## config.mk

```make
export PLATFORM = sky130hd
export DESIGN_NAME = mem_dma_engine
export DESIGN_NICKNAME = d
export VERILOG_FILES = /design/src/rtl/mem_dma_pkg.sv /design/src/rtl/mem_dma_addr_gen.sv /design/src/rtl/mem_dma_engine.sv
export SDC_FILE = /design/constraint.sdc
export NUM_CORES = 1
export LEC_CHECK = 0
export BUFFER_PORTS_ARGS = -buffer_cell sky130_fd_sc_hd__buf_4
export CORE_ASPECT_RATIO = 1.1
export CORE_MARGIN = 5
export CORE_UTILIZATION = 55
export CTS_CLUSTER_DIAMETER = 80
export DETAILED_ROUTE_END_ITERATION = 8
export PLACE_DENSITY = 0.89
export SYNTH_ARGS = -nofsm -noshare
export SYNTH_HDL_FRONTEND = slang
export SYNTH_SLANG_ARGS = --single-unit
```

## constraint.sdc

```tcl
create_clock -name clk -period 4.93 [get_ports clk]
set_input_delay 0.2465 -clock clk [delete_from_list [all_inputs] [get_ports clk]]
set_output_delay 0.2465 -clock clk [all_outputs]
set_load 0.02 [all_outputs]
```

## src/rtl/mem_dma_pkg.sv

```systemverilog
// Shared types and default widths for the memory DMA engine.
// Operation codes and FSM states used by the top and the address generator.
package mem_dma_pkg;

  localparam int ADDR_W_DEF = 12;
  localparam int DATA_W_DEF = 8;
  localparam int SUM_W_DEF  = 16;

  typedef enum logic [1:0] {
    OP_COPY = 2'b00,
    OP_FILL = 2'b01,
    OP_SUM  = 2'b10,
    OP_RSVD = 2'b11
  } op_e;

  typedef enum logic [1:0] {
    IDLE = 2'b00,
    RD   = 2'b01,
    WR   = 2'b10,
    DONE = 2'b11
  } state_e;

endpackage

```

## src/rtl/mem_dma_addr_gen.sv

```systemverilog
// Source/destination pointers and remaining byte count.
// Exposes next-cycle pointer values so the top can register its address.
module mem_dma_addr_gen
  import mem_dma_pkg::*;
#(
  parameter int ADDR_W = ADDR_W_DEF
) (
  input  logic              clk,
  input  logic              reset,
  input  logic              load_i,
  input  logic [ADDR_W-1:0] src_i,
  input  logic [ADDR_W-1:0] dst_i,
  input  logic [ADDR_W-1:0] len_i,
  input  logic              adv_src_i,
  input  logic              adv_dst_i,
  input  logic              dec_i,
  output logic [ADDR_W-1:0] src_nxt_o,
  output logic [ADDR_W-1:0] dst_nxt_o,
  output logic              zero_o
);

  logic [ADDR_W-1:0] src_q, src_d;
  logic [ADDR_W-1:0] dst_q, dst_d;
  logic [ADDR_W-1:0] cnt_q, cnt_d;

  always_comb begin
    src_d = src_q;
    dst_d = dst_q;
    cnt_d = cnt_q;
    if (load_i) begin
      src_d = src_i;
      dst_d = dst_i;
      cnt_d = len_i;
    end else begin
      if (adv_src_i) src_d = src_q + ADDR_W'(1);
      if (adv_dst_i) dst_d = dst_q + ADDR_W'(1);
      if (dec_i)     cnt_d = cnt_q - ADDR_W'(1);
    end
  end

  always_ff @(posedge clk) begin
    if (reset) begin
      src_q <= '0;
      dst_q <= '0;
      cnt_q <= '0;
    end else begin
      src_q <= src_d;
      dst_q <= dst_d;
      cnt_q <= cnt_d;
    end
  end

  assign src_nxt_o = src_d;
  assign dst_nxt_o = dst_d;
  assign zero_o    = (cnt_d == '0);

endmodule

```

## src/rtl/mem_dma_engine.sv

```systemverilog
// Block COPY/FILL/SUM initiator for a 4096x8 async-read memory.
// Outputs are registered from next-state values so accesses start at T+1.
module mem_dma_engine
  import mem_dma_pkg::*;
#(
  parameter int ADDR_W = ADDR_W_DEF,
  parameter int DATA_W = DATA_W_DEF,
  parameter int SUM_W  = SUM_W_DEF
) (
  input  logic              clk,
  input  logic              reset,
  input  logic              start,
  input  logic [1:0]        op,
  input  logic [ADDR_W-1:0] src_addr,
  input  logic [ADDR_W-1:0] dst_addr,
  input  logic [ADDR_W-1:0] len,
  input  logic [DATA_W-1:0] fill_val,
  input  logic              abort,
  output logic              busy,
  output logic              done,
  output logic [SUM_W-1:0]  sum,
  output logic [ADDR_W-1:0] mem_addr,
  output logic [DATA_W-1:0] mem_din,
  output logic              mem_read,
  output logic              mem_write,
  input  logic [DATA_W-1:0] mem_dout
);

  state_e state_q, state_d;
  op_e    op_q, op_d, op_in;
  logic [DATA_W-1:0] fill_q, fill_d;
  logic [SUM_W-1:0]  sum_q, sum_d;
  logic [ADDR_W-1:0] addr_q, addr_d;
  logic [DATA_W-1:0] din_q, din_d;
  logic busy_q, busy_d, done_q, done_d;
  logic rd_q, rd_d, wr_q, wr_d;

  logic load, adv_src, adv_dst, dec, zero;
  logic [ADDR_W-1:0] src_nxt, dst_nxt;

  assign op_in = op_e'(op);

  mem_dma_addr_gen #(.ADDR_W(ADDR_W)) u_addr_gen (
    .clk       (clk),
    .reset     (reset),
    .load_i    (load),
    .src_i     (src_addr),
    .dst_i     (dst_addr),
    .len_i     (len),
    .adv_src_i (adv_src),
    .adv_dst_i (adv_dst),
    .dec_i     (dec),
    .src_nxt_o (src_nxt),
    .dst_nxt_o (dst_nxt),
    .zero_o    (zero)
  );

  always_comb begin
    state_d = state_q;
    op_d    = op_q;
    fill_d  = fill_q;
    sum_d   = sum_q;
    load    = 1'b0;
    adv_src = 1'b0;
    adv_dst = 1'b0;
    dec     = 1'b0;
    unique case (state_q)
      IDLE: begin
        if (start) begin
          load   = 1'b1;
          op_d   = op_in;
          fill_d = fill_val;
          if (op_in == OP_SUM) sum_d = '0;
          if (len == '0 || op_in == OP_RSVD) state_d = DONE;
          else if (op_in == OP_FILL)         state_d = WR;
          else                               state_d = RD;
        end
      end
      RD: begin
        adv_src = 1'b1;
        if (op_q == OP_SUM) begin
          dec     = 1'b1;
          sum_d   = sum_q + {{(SUM_W-DATA_W){1'b0}}, mem_dout};
          state_d = zero ? DONE : RD;
        end else begin
          state_d = WR;
        end
        if (abort) state_d = IDLE;
      end
      WR: begin
        adv_dst = 1'b1;
        dec     = 1'b1;
        if (zero)                 state_d = DONE;
        else if (op_q == OP_COPY) state_d = RD;
        else                      state_d = WR;
        if (abort) state_d = IDLE;
      end
      DONE: state_d = IDLE;
      default: state_d = IDLE;
    endcase
  end

  // Next-cycle bus values; COPY data is the byte read in the RD cycle now ending
  always_comb begin
    rd_d   = (state_d == RD);
    wr_d   = (state_d == WR);
    busy_d = rd_d || wr_d;
    done_d = (state_d == DONE);
    addr_d = addr_q;
    din_d  = din_q;
    if (rd_d) addr_d = src_nxt;
    if (wr_d) begin
      addr_d = dst_nxt;
      din_d  = (op_d == OP_FILL) ? fill_d : mem_dout;
    end
  end

  always_ff @(posedge clk) begin
    if (reset) begin
      state_q <= IDLE;
      op_q    <= OP_COPY;
      fill_q  <= '0;
      sum_q   <= '0;
      addr_q  <= '0;
      din_q   <= '0;
      busy_q  <= 1'b0;
      done_q  <= 1'b0;
      rd_q    <= 1'b0;
      wr_q    <= 1'b0;
    end else begin
      state_q <= state_d;
      op_q    <= op_d;
      fill_q  <= fill_d;
      sum_q   <= sum_d;
      addr_q  <= addr_d;
      din_q   <= din_d;
      busy_q  <= busy_d;
      done_q  <= done_d;
      rd_q    <= rd_d;
      wr_q    <= wr_d;
    end
  end

  assign busy      = busy_q;
  assign done      = done_q;
  assign sum       = sum_q;
  assign mem_addr  = addr_q;
  assign mem_din   = din_q;
  assign mem_read  = rd_q;
  assign mem_write = wr_q;

endmodule

```

# Word level (Yosys, flattened, before mapping)
# Index checks and enable logic that the tools add are counted.
# totals
output_inout_bits	40
input_bits	58
word_cells	73
reg_bits	88
# classes
n_reduce_logical	9
n_addsub	4
n_eq_ne	14
mux	33
# ops
operator	count
$mux W12	8
$mux W16	3
$pmux W16 S2	1
$add A12 B1 Y12 const B	2
$logic_not A12 Y1	2
$mux W8	3
$mux W2	11
$add A16 B8 Y16	1
$eq A2 B2 Y1 const B	7
$sub A12 B1 Y12 const B	1
$eq A2 B1 Y1 const B	4
$pmux W2 S4	1
$ne A2 B2 Y1 const B	3
$mux W1	5
$logic_not A2 Y1	2
$reduce_and A4 Y1	1
$reduce_bool A2 Y1	2
$logic_or A1 B1 Y1	2
$pmux W1 S2	1

# Longest topological paths before layout
# depth
word_depth	13
depth_mapped	15
ltp_nobuf	12

# Cells and area by module
# Synthesis repeated with hierarchy kept, for this count alone.
# hier_totals
cells_unflattened	590
hier_area_um2	4873.4
# modules_own_cells
mod	area_each_um2	seq_area_each_um2	cells_each	n_inst
mem_dma_engine	2771.4	1041.0	324	1
mem_dma_addr_gen	2102.0	720.7	266	1

# Worst setup path after synthesis
# OpenSTA, ideal clock, no wires.
# synth_timing
path_kind	register -> register
start	register state_q[0]
end	register addr_q[2] (netlist: mem_addr[2])
required_time_ps	4798
stages_incl_launch_ff	16
setup_time_ps	132
arrival_time_ps	3430
path_slack_ps	1368
synth_period_minus_slack_ps	3562
n_path_buf	3
cell_sequence	dfxtp_1 inv_1 ha_1 clkbuf_1 nand2_1 o21ai_1 nand3_1 xnor2_1 o41a_1 o31ai_1 ha_1 clkbuf_1 clkbuf_1 nor2_1 a211oi_1 nor3_1
# synth_between
elab_chain_len	11
word_cells_on_any_way	27
classes_between	eq/ne: 5; mux: 19; reduce/logical: 3
# synth_lines
item	line_no	source
from (decl)	mem_dma_engine.sv:29	state_e state_q, state_d;
from (signal assigned)	mem_dma_engine.sv:131	state_q <= state_d;
$eq A2 B2 Y1 / $eq A2 B1 Y1 (equally long branches)	mem_dma_engine.sv:67	unique case (state_q)
$pmux W1 S2	mem_dma_engine.sv:67	
$mux W12	mem_dma_addr_gen.sv:37	if (dec_i) cnt_d = cnt_q - ADDR_W'(1);
$mux W12	mem_dma_addr_gen.sv:30	if (load_i) begin
$logic_not A12 Y1	mem_dma_addr_gen.sv:55	assign zero_o = (cnt_d == '0);
$mux W2	mem_dma_engine.sv:84	state_d = zero ? DONE : RD;
$mux W2	mem_dma_engine.sv:81	if (op_q == OP_SUM) begin
$mux W2	mem_dma_engine.sv:88	if (abort) state_d = IDLE;
$pmux W2 S4 (*)	mem_dma_engine.sv:67	
named net state_d[1]	mem_dma_engine.sv:29	
$eq A2 B2 Y1 (*)	mem_dma_engine.sv:106	wr_d = (state_d == WR);
named net wr_d	mem_dma_engine.sv:36	logic rd_q, rd_d, wr_q, wr_d;
$mux W12 / $reduce_bool A2 Y1 (equally long branches)	--	
to (signal assigned)	mem_dma_engine.sv:135	addr_q <= addr_d;
to (decl)	mem_dma_engine.sv:33	logic [ADDR_W-1:0] addr_q, addr_d;
# Mark *: on every way through the listed nets, which the timed path passes. The rest lies on a longest branch. The select of a mux whose other input is x is not followed.
# A chain may end at the register's enable or synchronous reset.

# Final worst setup path
# layout_timing
start	register state_q[1]
end	register addr_q[10] (netlist: mem_addr[10])
# The elaborated chain is that of the path after synthesis.

==> results.txt <==
Crit Path Class - reg2reg
multiplexer share of the synthesized area - 0.0983
Die Width - 99.2 um
final wirelength - 12.7 mm
Syn Inst Count - 567
WL met2 - 6.43 mm
CP Launch Type - register
first-pass GRT wire length - 20.7 mm
Leak Pwr - 2.41 nW
final setup fails - 0
antenna cells - 0
WL met1 - 5.25 mm
Max Fclk - 224 MHz
Clock transition at path regs - 0.09 ns
Area Growth Syn to Fin - 19.4%
Finished Core Util - 0.679
largest net degree at the start of global routing - 86
Top FF cell, synth - dfxtp_1
CTS Buf Count - 9
RSZ-0062 raised after global routing - no
Synth Area in Simple Gates - 0.220
Synth Warn # - 0
Layout Nets - 722
PwrDens - 323 mW/mm^2
Worst Path Required - 5.14 ns
detailed-router iteration count before antenna repair - 9
H-tree levels - 3
Hold Slack - 0.144 ns
sequential area share after synthesis - 0.366
post_cts resized - 0
root buffer cell - clkbuf_8
FF-to-FF path depth - 12
num ports - 98
DP Area - 0.00556 sq mm
gpl congestion - 0.929
most frequent CP cell - ha_1
later-pin clock latency in the skew report - 0.36 ns
final hold vios - 0
status - completed
GRT Total Usage - 0.235
total number of vias - 4,534
critical-path maximum fanout - 16
Post-synth EDFFs - 0
CTS Buffer Depth - 2
CP max stage cell - ha_1
synth unique cells - 55
Max VDD drop - 0.221 mV
share of layout cells above drive strength 1 - 0.197
clk sinks - 88
Synth async-reset ratio - 0
r2r startpoint - state_q[1]
fin area - 0.00574 sq mm
combinational family with the most area after synthesis - simple AND/OR/NAND/NOR gates
synthesized flop and latch total - 88
Fill cells - 628
die height - 108 um
DP HPWL - 9.12 mm
relative slew slack - 0.242
fin crit period - 4.46 ns
Final Skew - 0.00870 ns
adder and majority gate portion of the synthesized area - 0.0510
worst-margin pin slew - 1.13 ns
vias per cell - 5.96
critical path capture point type - register
DIE AREA - 0.0107 sq mm
post-synthesis compound-gate area fraction - 0.160
GRT Residual Overflow - 0
reg2reg setup slack - 0.47 ns
Worst EP arrival - 4.67 ns
CP Cell Sequence - inv_1 > ha_1 > and3b_1 > o2111ai_1 > xor2_1 > nand4_1 > o41a_1 > o31ai_1 > ha_1 > mux4_2 > mux2i_1 > nor2_1
Syn Nets - 644
Row Count - 35
mapped cell area - 0.00481 sq mm
max layer used - met4
core area - 0.00845 sq mm
CTS tree - done
setup TNS - 0 ns
WL met3 - 835 um
Starting Density - 0.569
XOR/XNOR share of the synthesized area - 0.0637
# port buffers - 97
Max Cap Viol - 0
DR WL/cell - 16.7 um
vias in the first global route - 4,453
# DRC - 0
Post-CTS Hold Fix Bufs - 0
worst setup path endpoint - mem_addr[10]
Setup Buffers After CTS - 0
CP peak stage delay - 0.75 ns
antenna violations before repair - 0
Synth Area per Inst - 8.48 sq um
initial DRC count - 302
Max Slew Vio Count - 0
launch point of the worst path - state_q[1]
part of the cycle the worst path needs - 0.905
hold crit path type - in2reg
post-route ant nets - 0
RR Endpoint - mem_addr[10]
-- state kept, by name (all words and copies together) (netlist names), 2 cells and up --
register and flops:
mem_din 8, sum 16, fill_q 8, mem_addr 12, u_addr_gen.cnt_q 12, op_q 2
u_addr_gen.dst_q 12, u_addr_gen.src_q 12, state_q 2
-- where the power goes --
part	total, mW	internal [mW]	switching [mW]
registers	0.839	0.783	0.0565
logic	0.542	0.234	0.308
clock network	0.472	0.188	0.284
total	1.85	1.20	0.649
-- Yosys cell counts (2+ instances only) --
cell,n,area [sq um]
o41ai_2,2,32.5
buf_1,6,22.5
a211oi_1,12,90.1
or4_1,6,45.0
xor2_1,13,114
a21o_1,5,37.5
buf_2,6,30.0
clkbuf_1,20,75.1
nor2_1,93,349
o31a_1,2,17.5
or2_2,2,12.5
and3_1,5,31.3
xnor2_1,22,193
o211ai_1,4,30.0
ha_1,18,225
nand3_1,14,70.1
o31ai_1,10,75.1
o41ai_1,3,26.3
nand2_1,38,143
nand3b_1,2,15.0
and2_1,2,12.5
mux2i_1,36,360
a31oi_1,4,25.0
a21oi_1,28,140
dfxtp_1,88,1760
nor3_1,18,90.1
nor2b_1,8,50.1
and4_1,4,35.0
o2111ai_1,5,43.8
nor3b_1,2,15.0
nand4_1,11,68.8
and3b_1,2,17.5
nand2b_1,3,18.8
mux4_2,5,113
nor4_1,7,43.8
o21ai_0,17,85.1
inv_1,15,56.3
o21a_1,7,52.6
or3_1,2,12.5
o21ai_1,5,25.0
-- cells in the final DEF (no fill, tap or decap), types with 12 or more instances in the layout --
| master | Yosys | routed |
|---|---|---|
| a211oi_1 | 12 | 12 |
| a21oi_1 | 28 | 28 |
| buf_4 | 0 | 100 |
| dfxtp_1 | 88 | 88 |
| ha_1 | 18 | 18 |
| inv_1 | 15 | 15 |
| mux2i_1 | 36 | 36 |
| nand2_1 | 38 | 37 |
| nand3_1 | 14 | 14 |
| nor2_1 | 93 | 93 |
| nor3_1 | 18 | 18 |
| o21ai_0 | 17 | 17 |
| xnor2_1 | 22 | 22 |
| xor2_1 | 13 | 13 |
-- metrics by stage --
stage	std cells	power (mW)	setup slack [ns]
detailed placement	745	1.38	0.638
finish	761	1.85	0.466
global placement	745	1.36	0.881
floorplan	567	1.21	1.37
global route	761	1.95	0.182
CTS	761	1.85	0.559
-- layout make-up --
type | count | area (sq um) | area share
sequential | 88 | 1760 | 0.307
timing repair buffer | 100 | 751 | 0.131
clock buffer | 9 | 124 | 0.0216
multi-input combinational | 431 | 2860 | 0.497
clock inverter | 7 | 56.3 | 0.00980
tap | 111 | 139 | 0.0242
inverter | 15 | 56.3 | 0.00980
-- kinds of logic after synthesis --
kind of cell	after synthesis
compound gates	114
xor+xnor	35
fa+ha+maj	19
buf+inv	48
flops	88
mux	41
simple gates	222
-- metal layers --
metal,vias to the layer above,GRT usage
met5,-,0
met4,0,0.0790
met3,28,0.0523
met2,182,0.409
met1,2136,0.288
li1,2188,-
-- worst min path at each step --
stage                      startpoint             endpoint  slack [ns]  cells after the start
after floorplan                 op[0]              op_q[0]        0.38                      2
after global placement        sum[15]              sum[15]        0.46                      2
after detailed placement    fill_q[0]            fill_q[0]        0.47                      2
after CTS                 dst_addr[0]  u_addr_gen.dst_q[0]        0.14                      3
after global routing      fill_val[4]            fill_q[4]        0.14                      3
final                     fill_val[0]            fill_q[0]        0.14                      3
-- critical path, delay by kind of cell, from the launching register on --
kind | cells | cell delay, ns
compound gates | 3 | 1.18
buf+inv | 1 | 0.07
mux | 2 | 0.58
simple gates | 3 | 0.66
fa+ha+maj | 2 | 1.24
xor+xnor | 1 | 0.23
flops | 1 | 0.33
Power figures use the tool's default switching activity.
